**src/rtl/switch_allocator.sv**
```systemverilog
// switch_allocator: per-output round-robin arbiters that lock an output to one
// input for a whole packet; drives crossbar selects, output strobes and pops.
module switch_allocator #(
  parameter int unsigned N_PORTS = 5,
  parameter int unsigned SEL_W   = 3
) (
  input  logic                       clk,
  input  logic                       rst,
  input  logic [N_PORTS*N_PORTS-1:0] req_i,
  input  logic [N_PORTS-1:0]         valid_i,
  input  logic [2*N_PORTS-1:0]       ftype_i,
  input  logic [N_PORTS-1:0]         out_ready_i,
  output logic [SEL_W*N_PORTS-1:0]   sel_o,
  output logic [N_PORTS-1:0]         out_valid_o,
  output logic [N_PORTS-1:0]         rd_en_o,
  output logic [N_PORTS-1:0]         busy_o
);

  localparam logic [SEL_W-1:0] SEL_NONE = '1;
  localparam int unsigned      PTR_LAST = N_PORTS - 1;

  typedef enum logic {
    S_IDLE   = 1'b0,
    S_LOCKED = 1'b1
  } state_t;

  state_t           r_state     [N_PORTS];
  logic [SEL_W-1:0] r_owner     [N_PORTS];
  logic [SEL_W-1:0] r_ptr       [N_PORTS];
  state_t           w_state_nxt [N_PORTS];
  logic [SEL_W-1:0] w_owner_nxt [N_PORTS];
  logic [SEL_W-1:0] w_ptr_nxt   [N_PORTS];

  logic [N_PORTS-1:0] w_eff_req [N_PORTS];  // per input, one-hot over outputs
  logic [N_PORTS-1:0] w_cand    [N_PORTS];  // per output, one bit per input
  logic [N_PORTS-1:0] w_owned;
  logic [N_PORTS-1:0] w_found;
  logic [SEL_W-1:0]   w_winner  [N_PORTS];
  logic [N_PORTS-1:0] w_xfer;
  logic [N_PORTS-1:0] w_xfer_tail;
  int unsigned        w_dist;
  int unsigned        w_best;

  // Keep only the lowest set request bit of each input.
  always_comb begin
    for (int unsigned i = 0; i < N_PORTS; i++) begin
      w_eff_req[i] = req_i[i*N_PORTS +: N_PORTS] &
                     (~req_i[i*N_PORTS +: N_PORTS] + N_PORTS'(1));
    end
  end

  always_comb begin
    w_owned = '0;
    for (int unsigned j = 0; j < N_PORTS; j++) begin
      for (int unsigned i = 0; i < N_PORTS; i++) begin
        if (r_state[j] == S_LOCKED && r_owner[j] == SEL_W'(i)) begin
          w_owned[i] = 1'b1;
        end
      end
    end
  end

  // Candidate: valid header-type head flit, routed here, input not already owned.
  always_comb begin
    for (int unsigned j = 0; j < N_PORTS; j++) begin
      w_cand[j] = '0;
      for (int unsigned i = 0; i < N_PORTS; i++) begin
        w_cand[j][i] = valid_i[i] & w_eff_req[i][j] & ftype_i[2*i+1] & ~w_owned[i];
      end
    end
  end

  // Round-robin pick: smallest circular distance from the pointer wins.
  always_comb begin
    w_dist = 0;
    w_best = 0;
    for (int unsigned j = 0; j < N_PORTS; j++) begin
      w_found[j]  = 1'b0;
      w_winner[j] = '0;
      w_best      = N_PORTS;
      for (int unsigned i = 0; i < N_PORTS; i++) begin
        w_dist = i + N_PORTS - 32'(r_ptr[j]);
        if (w_dist >= N_PORTS) begin
          w_dist = w_dist - N_PORTS;
        end
        if (w_cand[j][i] && w_dist < w_best) begin
          w_best      = w_dist;
          w_winner[j] = SEL_W'(i);
          w_found[j]  = 1'b1;
        end
      end
    end
  end

  always_comb begin
    sel_o       = {N_PORTS{SEL_NONE}};
    out_valid_o = '0;
    rd_en_o     = '0;
    w_xfer      = '0;
    w_xfer_tail = '0;
    for (int unsigned j = 0; j < N_PORTS; j++) begin
      if (r_state[j] == S_LOCKED) begin
        sel_o[j*SEL_W +: SEL_W] = r_owner[j];
        for (int unsigned i = 0; i < N_PORTS; i++) begin
          if (r_owner[j] == SEL_W'(i)) begin
            w_xfer[j]      = valid_i[i] & out_ready_i[j];
            w_xfer_tail[j] = valid_i[i] & out_ready_i[j] & ftype_i[2*i];
            rd_en_o[i]     = rd_en_o[i] | (valid_i[i] & out_ready_i[j]);
          end
        end
        out_valid_o[j] = w_xfer[j];
      end
    end
  end

  always_comb begin
    for (int unsigned j = 0; j < N_PORTS; j++) begin
      busy_o[j] = (r_state[j] == S_LOCKED);
    end
  end

  // Next state: lock on a grant, release when a tail-type flit transfers.
  always_comb begin
    for (int unsigned j = 0; j < N_PORTS; j++) begin
      w_state_nxt[j] = r_state[j];
      w_owner_nxt[j] = r_owner[j];
      w_ptr_nxt[j]   = r_ptr[j];
      unique case (r_state[j])
        S_IDLE: begin
          if (w_found[j]) begin
            w_state_nxt[j] = S_LOCKED;
            w_owner_nxt[j] = w_winner[j];
            w_ptr_nxt[j]   = (w_winner[j] == SEL_W'(PTR_LAST)) ? '0
                                                               : w_winner[j] + SEL_W'(1);
          end
        end
        S_LOCKED: begin
          if (w_xfer_tail[j]) begin
            w_state_nxt[j] = S_IDLE;
          end
        end
        default: w_state_nxt[j] = S_IDLE;
      endcase
    end
  end

  always_ff @(posedge clk or negedge rst) begin
    if (!rst) begin
      for (int unsigned j = 0; j < N_PORTS; j++) begin
        r_state[j] <= S_IDLE;
        r_owner[j] <= '0;
        r_ptr[j]   <= '0;
      end
    end else begin
      for (int unsigned j = 0; j < N_PORTS; j++) begin
        r_state[j] <= w_state_nxt[j];
        r_owner[j] <= w_owner_nxt[j];
        r_ptr[j]   <= w_ptr_nxt[j];
      end
    end
  end

endmodule

```
**config.mk**
```make
export PLATFORM = sky130hd
export DESIGN_NAME = switch_allocator
export DESIGN_NICKNAME = d
export VERILOG_FILES = /design/src/rtl/switch_allocator.sv
export SDC_FILE = /design/constraint.sdc
export NUM_CORES = 1
export LEC_CHECK = 0
export BUFFER_PORTS_ARGS = -buffer_cell sky130_fd_sc_hd__buf_2
export CORE_MARGIN = 5
export CORE_UTILIZATION = 60
export DETAILED_ROUTE_END_ITERATION = 12
export GPL_TIMING_DRIVEN = 0
export PLACE_DENSITY_LB_ADDON = 0.25
export SYNTH_ARGS = -nofsm -noshare
export SYNTH_HDL_FRONTEND = slang
export SYNTH_SLANG_ARGS = --single-unit
```
**constraint.sdc**
```tcl
create_clock -name clk -period 11.31 [get_ports clk]
set_input_delay 0 -clock clk [delete_from_list [all_inputs] [get_ports clk]]
set_output_delay 0 -clock clk [all_outputs]
set_load 0.02 [all_outputs]
```
* Yosys cells after proc, flatten, opt, wreduce, memory -nomap -nowiden
Cells that the tools add are included.
** Storage, ports and cells
- Bits in registers :: 35
- Bits of input ports :: 47
- Output and inout port bits :: 30
- Word-level logic and storage cells :: 604
** Operators by class
- Add/sub/neg operators :: 60
- $lt $le $gt $ge :: 50
- Equality and inequality tests :: 25
- Mux-type cells :: 229
- Bitwise operators :: 165
- Reduce and logical (&&, ||, !) cells :: 60
** Operators with widths (number)
- $mux W32 :: 45
- $ge A32 B3 Y1 const B :: 25
- $lt A32 B32 Y1 :: 20
- $lt A32 B3 Y1 const B :: 5
- $mux W1 :: 149
- $and A1 B1 Y1 :: 125
- $mux W3 :: 25
- $sub A4 B4 Y5 const B :: 15
- $sub A3 B3 Y4 const A :: 15
- $sub A5 B4 Y6 const B :: 10
- $logic_and A1 B1 Y1 :: 50
- $sub A4 B3 Y5 const A :: 10
- $eq A3 B2 Y1 const B :: 10
- $eq A3 B3 Y1 const B :: 10
- $add A5 B1 Y5 const B :: 5
- $and A5 B5 Y5 :: 5
- $mux W5 :: 5
- $not A5 Y5 :: 5
- $or A1 B1 Y1 :: 20
- $add A3 B1 Y3 const B :: 5
- $eq A3 B1 Y1 const B :: 5
- $logic_not A3 Y1 :: 5
- $not A1 Y1 :: 10
- $pmux W1 S2 :: 5
- $reduce_and A2 Y1 :: 5

* Longest topological paths before layout
- Depth after elaboration :: 25
- Depth in mapped cells :: 48
- Mapped depth without buffers :: 46

* Least setup slack after synthesis
Ideal clock, no wire load.
- Path kind :: register -> register
- Start point :: register r_ptr[9] (netlist bit)
- End point :: register r_ptr[11] (netlist bit)
- Library setup time :: 125 ps
- Arrival time :: 8699 ps
- Data required time :: 11185 ps
- Setup slack :: 2486 ps
- Stages on the path, launching flop included :: 44
- Path buffers :: 4
- Period minus slack after synthesis :: 8824 ps
- Cells stage by stage :: dfrtp_1 > clkbuf_1 > inv_1 > clkbuf_1 > ha_1 > buf_2 > a21oi_1 > mux2i_1 > a211oi_1 > nand2_1 > a21oi_1 > inv_1 > ha_1 > nor4b_1 > a221oi_1 > o211ai_4 > or2_2 > ha_1 > [... 8 more ...] > a21o_1 > a21o_1 > o21ai_0 > nand2_1 > a21oi_1 > a21oi_1 > nand2_1 > o21ai_0 > ha_1 > or4b_2 > a21oi_1 > and3_1 > o221a_1 > o22a_2 > nor2_1 > ha_1 > ha_1 > mux2_4
** RTL lines
- start: declaration :: RTL line 29 : logic [SEL_W-1:0] r_ptr [N_PORTS];
- start signal: indexed assignment :: RTL line 158 : r_ptr[j] <= w_ptr_nxt[j];

==> flow_summary.json <==
{
  "outcome": "complete, no violations",
  "grt_max_degree": 36,
  "ff2ff_path_depth": 42,
  "die_w_um": 143,
  "gr-total-overflow": 0,
  "drc_errors": 0,
  "antenna_found_initial": 0,
  "grt_pass1_vias": 10321,
  "cts_max_path_buffers": 2,
  "io_pins": 77,
  "viasPerCell": 6.38,
  "ys_warn_count": 0,
  "r2r-start": "r_ptr[9]",
  "placed_cells": 1745,
  "rrSetupSlack_ps": 1000,
  "worstSetupEndpointType": "register",
  "seq_power_share_pct": 8.8,
  "synth_edf_count": 0,
  "crit_cells": 42,
  "cts_resized": 0,
  "vias": 11203,
  "instances_no_fill": 1755,
  "finalSetupViolCount": 0,
  "final_area_um2": 11500,
  "max_stage_delay_ps": 650,
  "io_buffers": 75,
  "cap_violations": 0,
  "netlist_area_um2": 10600,
  "gr-usage-all-layers_pct": 30.1,
  "reg2reg_to": "r_ptr[11]",
  "fin_ws_ps": 1000,
  "yosysSeqAreaShare_pct": 8.27,
  "crit_top_cell": "ha_1",
  "area_growth_pct": 8.38,
  "rsz0062_at_grt": "false",
  "cpLargestDelayFamily": "compound AO/OA/AOI/OAI gates",
  "place_area_um2": 11300,
  "cts_root_buf": "clkbuf_16",
  "htreeDepth": 2,
  "place.gp.congestion": 0.999,
  "path_clk_slew_ps": 60,
  "timing.final.hold_violations": 0,
  "drt_iter0_markers": 774,
  "synth-main-ff-cell": "dfrtp_1",
  "hpwl_um": 25700,
  "cts_buffers": 5,
  "preCtsSetupSlack_ps": 1130,
  "p_sw_mw": 1.57,
  "tritoncts": "yes",
  "whs_ps": 117,
  "ir_worst_vdd_mv": 0.256,
  "firstDrtPassIters": 5,
  "whs_path_depth": 3,
  "synthArstFlopShare_pct": 100,
  "min_to": "busy_o[0]",
  "p_per_area_nw_per_um2": 241,
  "grt_pass1_wl_um": 50700,
  "critPathSlowestCell": "or4b_2",
  "leakage_nw": 5.11,
  "wirelength_um": 31500,
  "fin_crit_sh_pct": 91.2,
  "dieArea_um2": 20400,
  "clkSinkCount": 35,
  "worstMarginPinSlew_ps": 1170,
  "postSynthCellCount": 1438,
  "sw_frac_of_total_pct": 56.8,
  "coreArea_um2": 17300,
  "report.final.slew_viol_count": 0,
  "setup-tns-final_ps": 0,
  "clock_latency_ps": 290,
  "finalClockSkew_ps": 5.82,
  "crit_type": "register to register",
  "arrival_ps": 10490,
  "start_util_pct": 61.3,
  "required_ps": 11480,
  "final_util_pct": 66.4,
  "max-slew-margin-rel_pct": 21.1,
  "drive_gt1_share_pct": 11.3,
  "p_int_mw": 1.20,
  "cp-startpoint": "r_ptr[9]",
  "combPwrFrac_pct": 84.5,
  "fin_crit_ps": 10310,
  "synth_cell_types": 103,
  "holdCritStartpoint": "ftype_i[8]",
  "cp_max_fo": 13,
  "total_power_mw": 2.77,
  "fmax_mhz": 97.0,
  "drtAntennaViolNets": 0,
  "worstSetupStartpointType": "register",
  "hp-class": "primary input to register",
  "cp_num_buf_inv": 6,
  "fp.dieH_um": 143,
  "ys_ff_latch": 35,
  "p_clk_share_pct": 6.8,
  "wl_per_cell_um": 18.0,
  "nets": 1755,
  "row_count": 48,
  "synth_area_per_cell_um2": 7.37
}
## area by class of cell
type                    instances  area [um^2]
diodes                          1         2.50
plain buffers                  58          260
clock buffers                   5          125
clock inverters                 3         67.6
fillers                      1611         5810
inverters                      93          350
multi-input cells            1259         9140
flip-flops and latches         35          876
well taps                     225          282
repair buffers                 76          385
## routing by layer
metal  wire, um  part of all wire, %  track usage [%]
met5          0                    0                0
met4       1130                  3.6             10.9
met3       2430                  7.7             3.05
met2      14800                   47             51.6
met1      13100                   42             39.4
## state kept, by name, indices dropped and copies added, names as in the netlist
name / count
busy_o: 5
r_owner: 15
r_ptr: 15
## power by group through the flow
stage | registers, mW | logic, mW | clock network, mW
after floorplan | 0.230 | 1.77 | 0
after global placement | 0.241 | 2.23 | 0
after detailed placement | 0.242 | 2.29 | 0
after CTS | 0.241 | 2.31 | 0.187
after global routing | 0.249 | 2.61 | 0.192
final | 0.243 | 2.34 | 0.187
## worst register-to-register path: cells and delay by family, from the launching register on
kind	cells	cell delay (ps)
AOI/OAI and AO/OA	14	3900
adders and majority gates	7	1790
buffers and inverters	6	1150
DFF	1	450
muxes	2	530
and+or+nand+nor	13	2380
## logic make-up (layout without fill, tap and decap cells)
group                    Yosys count  after routing  share of synthesized area, %
adder cells (fa/ha/maj)          183            183                          21.9
AO/OA/AOI/OAI                    377            377                          24.6
multiplexers                      66             66                          7.12
AND/OR/NAND/NOR                  587            587                          29.2
buffers and inverters            151            235                          5.76
flip-flops                        35             35                          8.27
XOR/XNOR                          38             38                          3.14
other                              1              9                        0.0354
## Yosys cell counts (19+ instances only)
cell	count	area, um^2
nand4_1	22	138
a21o_1	20	150
clkbuf_1	29	109
nor2b_1	43	269
xnor2_1	27	236
nor3_1	44	220
nand2_1	122	458
mux2_2	23	259
o21ai_0	70	350
nor2_1	143	537
a21oi_1	90	450
dfrtp_1	35	876
and3_1	21	131
nand3_1	43	215
a211oi_1	19	143
mux2i_1	33	330
a31oi_1	22	138
nand2b_1	36	225
ha_1	175	2190
inv_1	89	334
## placed cells by master (no fill, tap or decap), types with 7 or more instances in the layout
cell type / n
a21oi_1: 90
a211oi_1: 19
a21o_1: 20
dfrtp_1: 35
and3_1: 21
o2111ai_1: 10
buf_1: 9
conb_1: 8
mux2i_1: 33
nor2b_1: 43
or3_1: 10
o221ai_1: 7
and2_1: 15
or2_2: 7
mux2_2: 23
nand2_1: 122
o22ai_1: 16
nand4b_1: 8
xnor2_1: 27
nand3_1: 43
nor3b_1: 7
nor4_1: 17
nor2_1: 143
nand3b_1: 9
xor2_1: 11
clkbuf_1: 29
inv_1: 89
o21a_1: 16
nand4_1: 22
buf_2: 91
nand2b_1: 36
nor3_1: 44
o31ai_1: 10
a31oi_1: 22
o21ai_0: 70
ha_1: 175
## repair_timing
item | 4_1_cts | 5_1_grt
setup buffers | 0 | 0
hold buffers | 1 | 0
hold endpoints to repair | 35 | 0
## worst max path at each step
stage	end	slack [ps]
floorplan	r_ptr[11]	2490
global placement	r_ptr[11]	1320
detailed placement	r_ptr[11]	1130
CTS	r_ptr[11]	1100
global route	r_ptr[11]	200
finish	r_ptr[11]	1000
Note: power is estimated with default switching activity, not from simulation.
